===== src/rtl/sdram_client_port_if.sv =====
// rtl/sdram_client_port_if.sv - CPU-side and controller-side signal bundle for sdram_client_port
// Ports (slave = the client port, master = the CPU/controller side):
//   cpu_valid/cpu_we/cpu_addr/cpu_din/cpu_wrl/cpu_wrh  request into the port
//   cpu_ready/cpu_rvalid/cpu_rdata                     accept and read-return
//   mem_addr/mem_din/mem_wrl/mem_wrh/mem_req           toggle-request to the controller
//   mem_ack/mem_dout                                   toggle-acknowledge and read data
interface sdram_client_port_if;
  logic        cpu_valid;
  logic        cpu_we;
  logic [24:1] cpu_addr;
  logic [15:0] cpu_din;
  logic        cpu_wrl;
  logic        cpu_wrh;
  logic        cpu_ready;
  logic        cpu_rvalid;
  logic [15:0] cpu_rdata;
  logic [24:1] mem_addr;
  logic [15:0] mem_din;
  logic        mem_wrl;
  logic        mem_wrh;
  logic        mem_req;
  logic        mem_ack;
  logic [15:0] mem_dout;

  modport slave (
    input  cpu_valid, cpu_we, cpu_addr, cpu_din, cpu_wrl, cpu_wrh,
    output cpu_ready, cpu_rvalid, cpu_rdata,
    output mem_addr, mem_din, mem_wrl, mem_wrh, mem_req,
    input  mem_ack, mem_dout
  );

  modport master (
    output cpu_valid, cpu_we, cpu_addr, cpu_din, cpu_wrl, cpu_wrh,
    input  cpu_ready, cpu_rvalid, cpu_rdata,
    input  mem_addr, mem_din, mem_wrl, mem_wrh, mem_req,
    output mem_ack, mem_dout
  );
endinterface


===== src/rtl/sdram_client_port.sv =====
// rtl/sdram_client_port.sv - CPU client port with posted-write FIFO onto a toggle-handshake SDRAM controller port
// Ports:
//   clk    rising-edge clock shared with the SDRAM controller
//   reset  synchronous, active-high
//   bus    sdram_client_port_if.slave (CPU request/response and controller toggle port)
// DEPTH (2, 4 or 8) sets the number of posted-write entries.
module sdram_client_port #(
  parameter int DEPTH = 4
) (
  input  logic               clk,
  input  logic               reset,
  sdram_client_port_if.slave bus
);

  localparam int PW = $clog2(DEPTH);
  localparam int CW = PW + 1;

  typedef enum logic [1:0] {IDLE, WR_BUSY, RD_ISSUE, RD_BUSY} state_t;

  typedef struct packed {
    logic [24:1] addr;
    logic [15:0] din;
    logic        wrl;
    logic        wrh;
  } wr_entry_t;

  state_t        state_q, state_d;
  wr_entry_t     fifo_q [DEPTH];
  logic [PW-1:0] wr_ptr_q, wr_ptr_d;
  logic [PW-1:0] rd_ptr_q, rd_ptr_d;
  logic [CW-1:0] count_q, count_d;
  logic          rd_pending_q, rd_pending_d;
  logic [24:1]   rd_addr_q, rd_addr_d;
  logic [24:1]   mem_addr_q, mem_addr_d;
  logic [15:0]   mem_din_q, mem_din_d;
  logic          mem_wrl_q, mem_wrl_d;
  logic          mem_wrh_q, mem_wrh_d;
  logic          mem_req_q, mem_req_d;
  logic          cpu_rvalid_q, cpu_rvalid_d;
  logic [15:0]   cpu_rdata_q, cpu_rdata_d;

  logic full, empty, cpu_ready, accept, push, pop, ack_match;

  always_comb begin
    full      = (count_q == CW'(DEPTH));
    empty     = (count_q == '0);
    ack_match = (bus.mem_ack == mem_req_q);
    // A pending read blocks everything so no write can overtake it.
    cpu_ready = !reset && !rd_pending_q && (bus.cpu_we ? !full : 1'b1);
    accept    = bus.cpu_valid && cpu_ready;
    // Writes with no byte enabled are accepted but never reach memory.
    push      = accept && bus.cpu_we && (bus.cpu_wrl || bus.cpu_wrh);
    pop       = (state_q == WR_BUSY) && ack_match;
  end

  always_comb begin
    state_d      = state_q;
    wr_ptr_d     = wr_ptr_q + PW'(push);
    rd_ptr_d     = rd_ptr_q + PW'(pop);
    count_d      = count_q + CW'(push) - CW'(pop);
    rd_pending_d = rd_pending_q;
    rd_addr_d    = rd_addr_q;
    mem_addr_d   = mem_addr_q;
    mem_din_d    = mem_din_q;
    mem_wrl_d    = mem_wrl_q;
    mem_wrh_d    = mem_wrh_q;
    mem_req_d    = mem_req_q;
    cpu_rvalid_d = 1'b0;
    cpu_rdata_d  = cpu_rdata_q;

    if (accept && !bus.cpu_we) begin
      rd_pending_d = 1'b1;
      rd_addr_d    = bus.cpu_addr;
    end

    case (state_q)
      IDLE: begin
        // Nothing is outstanding here, so a late ack from an access dropped
        // by reset is absorbed by tracking mem_ack.
        mem_req_d = bus.mem_ack;
        if (!empty) begin
          mem_addr_d = fifo_q[rd_ptr_q].addr;
          mem_din_d  = fifo_q[rd_ptr_q].din;
          mem_wrl_d  = fifo_q[rd_ptr_q].wrl;
          mem_wrh_d  = fifo_q[rd_ptr_q].wrh;
          mem_req_d  = !bus.mem_ack;
          state_d    = WR_BUSY;
        end else if (rd_pending_q) begin
          state_d = RD_ISSUE;
        end
      end
      WR_BUSY: begin
        if (ack_match) state_d = IDLE;
      end
      RD_ISSUE: begin
        mem_addr_d = rd_addr_q;
        mem_din_d  = '0;
        mem_wrl_d  = 1'b0;
        mem_wrh_d  = 1'b0;
        mem_req_d  = !bus.mem_ack;
        state_d    = RD_BUSY;
      end
      RD_BUSY: begin
        if (ack_match) begin
          cpu_rdata_d  = bus.mem_dout;
          cpu_rvalid_d = 1'b1;
          rd_pending_d = 1'b0;
          state_d      = IDLE;
        end
      end
      default: state_d = IDLE;
    endcase
  end

  always_ff @(posedge clk) begin
    if (reset) begin
      state_q      <= IDLE;
      wr_ptr_q     <= '0;
      rd_ptr_q     <= '0;
      count_q      <= '0;
      rd_pending_q <= 1'b0;
      rd_addr_q    <= '0;
      mem_addr_q   <= '0;
      mem_din_q    <= '0;
      mem_wrl_q    <= 1'b0;
      mem_wrh_q    <= 1'b0;
      mem_req_q    <= bus.mem_ack;
      cpu_rvalid_q <= 1'b0;
      cpu_rdata_q  <= '0;
    end else begin
      state_q      <= state_d;
      wr_ptr_q     <= wr_ptr_d;
      rd_ptr_q     <= rd_ptr_d;
      count_q      <= count_d;
      rd_pending_q <= rd_pending_d;
      rd_addr_q    <= rd_addr_d;
      mem_addr_q   <= mem_addr_d;
      mem_din_q    <= mem_din_d;
      mem_wrl_q    <= mem_wrl_d;
      mem_wrh_q    <= mem_wrh_d;
      mem_req_q    <= mem_req_d;
      cpu_rvalid_q <= cpu_rvalid_d;
      cpu_rdata_q  <= cpu_rdata_d;
    end
  end

  // Entry storage needs no reset; validity is tracked by count_q.
  always_ff @(posedge clk) begin
    if (push) begin
      fifo_q[wr_ptr_q] <= {bus.cpu_addr, bus.cpu_din, bus.cpu_wrl, bus.cpu_wrh};
    end
  end

  assign bus.cpu_ready  = cpu_ready;
  assign bus.cpu_rvalid = cpu_rvalid_q;
  assign bus.cpu_rdata  = cpu_rdata_q;
  assign bus.mem_addr   = mem_addr_q;
  assign bus.mem_din    = mem_din_q;
  assign bus.mem_wrl    = mem_wrl_q;
  assign bus.mem_wrh    = mem_wrh_q;
  assign bus.mem_req    = mem_req_q;

endmodule

===== src/flat_wrapper.sv =====
// flat-port wrapper written by rule: the top's interface ports become plain ports
module sdram_client_port_flat 
#(
  parameter int DEPTH = 4
)
  (clk, reset, bus_cpu_valid, bus_cpu_we, bus_cpu_addr, bus_cpu_din, bus_cpu_wrl, bus_cpu_wrh, bus_cpu_ready, bus_cpu_rvalid, bus_cpu_rdata, bus_mem_addr, bus_mem_din, bus_mem_wrl, bus_mem_wrh, bus_mem_req, bus_mem_ack, bus_mem_dout);
  sdram_client_port_if bus_i ();
  input  logic clk;
  input  logic reset;
  input wire logic [$bits(bus_i.cpu_valid)-1:0] bus_cpu_valid;
  input wire logic [$bits(bus_i.cpu_we)-1:0] bus_cpu_we;
  input wire logic [$bits(bus_i.cpu_addr)-1:0] bus_cpu_addr;
  input wire logic [$bits(bus_i.cpu_din)-1:0] bus_cpu_din;
  input wire logic [$bits(bus_i.cpu_wrl)-1:0] bus_cpu_wrl;
  input wire logic [$bits(bus_i.cpu_wrh)-1:0] bus_cpu_wrh;
  output wire logic [$bits(bus_i.cpu_ready)-1:0] bus_cpu_ready;
  output wire logic [$bits(bus_i.cpu_rvalid)-1:0] bus_cpu_rvalid;
  output wire logic [$bits(bus_i.cpu_rdata)-1:0] bus_cpu_rdata;
  output wire logic [$bits(bus_i.mem_addr)-1:0] bus_mem_addr;
  output wire logic [$bits(bus_i.mem_din)-1:0] bus_mem_din;
  output wire logic [$bits(bus_i.mem_wrl)-1:0] bus_mem_wrl;
  output wire logic [$bits(bus_i.mem_wrh)-1:0] bus_mem_wrh;
  output wire logic [$bits(bus_i.mem_req)-1:0] bus_mem_req;
  input wire logic [$bits(bus_i.mem_ack)-1:0] bus_mem_ack;
  input wire logic [$bits(bus_i.mem_dout)-1:0] bus_mem_dout;
  assign bus_i.cpu_valid = bus_cpu_valid;
  assign bus_i.cpu_we = bus_cpu_we;
  assign bus_i.cpu_addr = bus_cpu_addr;
  assign bus_i.cpu_din = bus_cpu_din;
  assign bus_i.cpu_wrl = bus_cpu_wrl;
  assign bus_i.cpu_wrh = bus_cpu_wrh;
  assign bus_cpu_ready = bus_i.cpu_ready;
  assign bus_cpu_rvalid = bus_i.cpu_rvalid;
  assign bus_cpu_rdata = bus_i.cpu_rdata;
  assign bus_mem_addr = bus_i.mem_addr;
  assign bus_mem_din = bus_i.mem_din;
  assign bus_mem_wrl = bus_i.mem_wrl;
  assign bus_mem_wrh = bus_i.mem_wrh;
  assign bus_mem_req = bus_i.mem_req;
  assign bus_i.mem_ack = bus_mem_ack;
  assign bus_i.mem_dout = bus_mem_dout;
  sdram_client_port #(.DEPTH(DEPTH)) u_core (.clk(clk), .reset(reset), .bus(bus_i));
endmodule

===== config.mk =====
export PLATFORM = sky130hd
export DESIGN_NAME = sdram_client_port_flat
export DESIGN_NICKNAME = d
export VERILOG_FILES = /design/src/rtl/sdram_client_port_if.sv /design/src/rtl/sdram_client_port.sv /design/src/flat_wrapper.sv
export SDC_FILE = /design/constraint.sdc
export NUM_CORES = 1
export LEC_CHECK = 0
export CAP_MARGIN = 20
export CORE_ASPECT_RATIO = 1.5
export CORE_MARGIN = 5
export CORE_UTILIZATION = 55
export CTS_CLUSTER_SIZE = 25
export DETAILED_ROUTE_END_ITERATION = 12
export PLACE_DENSITY_LB_ADDON = 0.25
export REMOVE_ABC_BUFFERS = 1
export SYNTH_ARGS = -nofsm -noshare
export SYNTH_HDL_FRONTEND = slang
export SYNTH_SLANG_ARGS = --single-unit

===== constraint.sdc =====
create_clock -name clk -period 6.8 [get_ports clk]
set_input_delay 1.02 -clock clk [delete_from_list [all_inputs] [get_ports clk]]
set_output_delay 1.02 -clock clk [all_outputs]
set_load 0.01 [all_outputs]

==> impl_metrics.prom <==
# TYPE chip_impl_metric gauge
chip_impl_info{name="status",value="complete, no violations"} 1
chip_impl_info{name="path_delay_family",value="buffers and inverters"} 1
chip_impl_info{name="critical_path.cell_chain",value="buf_2 > buf_4 > or2_2 > a31oi_1 > clkdlybuf4s50_1"} 1
chip_impl_metric{name="cap_viol_max_count",unit=""} 0
chip_impl_metric{name="post_cts_hold_buffer_count",unit=""} 0
chip_impl_metric{name="leak",unit="nW"} 3.981
chip_impl_info{name="worstSetupPathType",value="input pin to primary output"} 1
chip_impl_metric{name="arrival_worst_endpoint",unit="ns"} 2.66
chip_impl_metric{name="grt_max_degree",unit=""} 68
chip_impl_metric{name="max_freq",unit="MHz"} 271.5
chip_impl_metric{name="power_switching",unit="W"} 0.001152
chip_impl_metric{name="count_of_flip_flops_with_a_built_in_enable_after_synthesis",unit=""} 169
chip_impl_metric{name="postLayoutSetupSlackWorst",unit="ns"} 3.117
chip_impl_metric{name="layoutNonFillerInstCount",unit=""} 982
chip_impl_info{name="start_kind",value="input pin"} 1
chip_impl_info{name="rsz0062_at_grt",value="no"} 1
chip_impl_metric{name="ys_seq_elements",unit=""} 262
chip_impl_metric{name="cts.sinks",unit=""} 262
chip_impl_metric{name="cts.reportedPaths.clkPinSlew",unit="ns"} 0.06
chip_impl_metric{name="dpl.hpwl",unit="mm"} 12.53
chip_impl_metric{name="cts_resized",unit=""} 0
chip_impl_metric{name="wl_per_cell",unit="um"} 22.43
chip_impl_info{name="cts_tree",value="built"} 1
chip_impl_metric{name="route.detailed.drc",unit=""} 0
chip_impl_metric{name="synthDistinctLibCells",unit=""} 39
chip_impl_metric{name="dr_wl_met3",unit="mm"} 1.360
chip_impl_info{name="cp_slowest_cell",value="clkdlybuf4s50_1"} 1
chip_impl_metric{name="grtUsageTotal",unit=""} 0.2081
chip_impl_metric{name="synthArstFlopShare",unit=""} 0
chip_impl_metric{name="core-area",unit="um^2"} 17420
chip_impl_metric{name="final.min_clock_period",unit="ns"} 3.683
chip_impl_metric{name="die_area",unit="um^2"} 20560
chip_impl_metric{name="drive_gt1_frac",unit=""} 0.1773
chip_impl_metric{name="hold_viol_final",unit=""} 0
chip_impl_metric{name="cts_max_level",unit=""} 1
chip_impl_metric{name="clk_path_buf_depth",unit=""} 3
chip_impl_metric{name="drt-vias-per-instance",unit=""} 6.099
chip_impl_metric{name="worstPathBufferInverterCount",unit=""} 3
chip_impl_metric{name="combinationalPowerShare",unit=""} 0.214
chip_impl_info{name="mostFrequentLayoutCell",value="edfxtp_1"} 1
chip_impl_metric{name="gp_congestion",unit=""} 0.7663
chip_impl_metric{name="final_min_period_over_clock_period",unit=""} 0.5417
chip_impl_metric{name="clkLatencyLatePin",unit="ns"} 0.51
chip_impl_metric{name="first_pass_grt_wire_length",unit="mm"} 34.19
chip_impl_metric{name="ant_nets",unit=""} 0
chip_impl_metric{name="postSynthCellCount",unit=""} 631
chip_impl_metric{name="critPathMaxStageDelay",unit="ns"} 0.58
chip_impl_metric{name="final_net_count",unit=""} 817
chip_impl_metric{name="setup_slack_at_placement",unit="ns"} 3.157
chip_impl_metric{name="placed_cells",unit=""} 933
chip_impl_metric{name="maxSlewHeadroom",unit=""} 0.2857
chip_impl_metric{name="final_core_utilization",unit=""} 0.6967
chip_impl_metric{name="worst_pin_slew",unit="ns"} 1.071
chip_impl_metric{name="postSynthAreaPerCell",unit="um^2"} 15.46
chip_impl_metric{name="critical_path_peak_fanout",unit=""} 65
chip_impl_metric{name="tritoncts.num_buffers",unit=""} 24
chip_impl_metric{name="power_frac_seq",unit=""} 0.445
chip_impl_metric{name="syn-cell-area",unit="um^2"} 9756
chip_impl_metric{name="grt_pass1_vias",unit=""} 6433
chip_impl_metric{name="io_buffer_count",unit=""} 123
chip_impl_metric{name="timing.final.setup_violations",unit=""} 0
chip_impl_metric{name="drt_iter0_markers",unit=""} 384
chip_impl_metric{name="internal-power",unit="W"} 0.003227
chip_impl_metric{name="dieWidth",unit="um"} 118.7
chip_impl_metric{name="ir_worst_vdd",unit="uV"} 275.9
chip_impl_info{name="most_frequent_cells_in_the_layout",value="edfxtp_1 (169), clkdlybuf4s50_1 (122), dfxtp_1 (91), a21oi_1 (50), nand2_1 (49)"} 1
chip_impl_metric{name="cts_setup_buffers",unit=""} 0
chip_impl_metric{name="floorplan.initialDensity",unit=""} 0.5600
chip_impl_metric{name="grt-ovfl-total",unit=""} 0
chip_impl_metric{name="drt_pre_antenna_iters",unit=""} 5
chip_impl_metric{name="clockPowerShare",unit=""} 0.341
chip_impl_metric{name="synthToLayoutAreaGrowth",unit="%"} 24.42
chip_impl_info{name="clk_root_buffer_cell",value="clkbuf_16"} 1
chip_impl_metric{name="finClkSkew",unit="ns"} 0.006336
chip_impl_metric{name="fillers",unit=""} 1148
chip_impl_metric{name="cellPowerDensity",unit="nW/um^2"} 360.8
chip_impl_metric{name="final_max_tran_viols",unit=""} 0
chip_impl_info{name="top_layer",value="met4"} 1
chip_impl_metric{name="worst-endpoint-required",unit="ns"} 5.78
chip_impl_metric{name="drt_wl_total",unit="mm"} 22.03
chip_impl_metric{name="p_sw_frac",unit=""} 0.2631
chip_impl_metric{name="synth-seq-area-share",unit=""} 0.7110
chip_impl_metric{name="io-pin-count",unit=""} 124
chip_impl_info{name="class_of_the_tightest_hold_or_removal_check",value="flop to flop"} 1
chip_impl_metric{name="wl_met1",unit="mm"} 8.588
chip_impl_metric{name="via_count",unit=""} 5989
chip_impl_metric{name="std_cell_rows",unit=""} 59
chip_impl_metric{name="fin_tns_setup",unit="ns"} 0
chip_impl_info{name="worstSetupEndpointType",value="primary output"} 1
chip_impl_info{name="dominantRegCellSynth",value="edfxtp_1"} 1
chip_impl_metric{name="met2_length",unit="mm"} 11.48
chip_impl_metric{name="antenna_found_initial",unit=""} 2
chip_impl_metric{name="die_h",unit="um"} 173.1
chip_impl_metric{name="total_number_of_yosys_warnings",unit=""} 0
## worst paths after layout
| kind | slack [ns] | startpoint | cells after the start | to |
|---|---|---|---|---|
| setup / recovery | 3.12 | reset | 5 | bus_cpu_ready |
| hold / removal | 0.45 | u_core.rd_addr_q[11]$_SDFFE_PP0P_ | 2 | u_core.rd_addr_q[11]$_SDFFE_PP0P_ |
| setup reg to reg | 4.39 | u_core.state_q[0]$_SDFFE_PP0P_ | 10 | u_core.count_q[2]$_SDFF_PP0_ |
| hold reg to reg | 0.45 | u_core.rd_addr_q[11]$_SDFFE_PP0P_ | 2 | u_core.rd_addr_q[11]$_SDFFE_PP0P_ |
## cells by family (layout without fill, tap and decap cells)
group,after synthesis,after routing,share of synthesized area
flip-flops,262,262,0.7110
AO/OA/AOI/OAI,140,140,0.1061
AND/OR/NAND/NOR,96,96,0.04720
multiplexers,67,67,0.09799
buffers and inverters,55,191,0.02514
XOR/XNOR,6,6,0.005388
adder cells (fa/ha/maj),5,5,0.007183
other,0,2,0
## routing by layer
| layer | global-route usage | vias to the layer above |
|---|---|---|
| met3 | 0.03824 | 47 |
| met2 | 0.3744 | 244 |
| met4 | 0.08507 | 0 |
| met1 | 0.2438 | 2988 |
| li1 | - | 2710 |
| met5 | 0 | - |
## tightest hold or removal path, cell delays in order (launching register included)
cell and delay [ns]:
dfxtp_1 0.31, nand2_1 0.05, a21oi_1 0.05
## flip-flops by register name (all words and copies together), names as in the netlist
register               cells
u_core.bus.cpu_rvalid      1
u_core.rd_pending_q        1
u_core.wr_ptr_q            2
u_core.rd_ptr_q            2
u_core.bus.mem_req         1
u_core.bus.mem_wrh         1
u_core.bus.cpu_rdata      16
u_core.bus.mem_addr       24
u_core.fifo_q            168
u_core.rd_addr_q          24
u_core.state_q             2
u_core.count_q             3
u_core.bus.mem_din        16
u_core.bus.mem_wrl         1
## power by group through the flow
stage                     registers, W  clock network [W]  logic [W]
after floorplan                0.00200                  0   0.000478
after global placement         0.00198                  0   0.000901
after detailed placement       0.00199                  0   0.000921
after CTS                      0.00196            0.00151   0.000924
after global routing           0.00197            0.00158    0.00100
final                          0.00195            0.00149   0.000937
## metrics by stage
step	total power [W]	hold WS (ns)	cell area, um^2
after floorplan	0.002477	0.4299	9540
after global placement	0.002886	0.4412	11170
after detailed placement	0.002911	0.4468	11190
after CTS	0.004391	0.4554	12080
after global routing	0.004552	0.4744	12140
final	0.004380	0.4543	12140
## cell type report
type                    instances  area [um^2]  area share
inverters                       8        30.03    0.002474
flip-flops and latches        262         6942      0.5719
multi-input cells             314         2614      0.2153
clock inverters                 7        162.7     0.01340
well taps                     213        266.5     0.02196
repair buffers                139         1388      0.1143
clock buffers                  37        730.7     0.06020
diodes                          2        5.005   0.0004123
## cell usage after synthesis, drive strengths merged (18+ instances only)
master / number / area, um^2
a22o: 34 / 297.8
nand3: 25 / 125.1
dfxtp: 93 / 1862
nand2: 49 / 183.9
buf: 20 / 113.9
a311oi: 24 / 210.2
mux2: 48 / 540.5
a21oi: 52 / 271.5
a32oi: 24 / 210.2
edfxtp: 169 / 5075
mux4: 18 / 405.4
clkbuf: 27 / 101.4
Note: power is estimated with default switching activity, not from simulation.
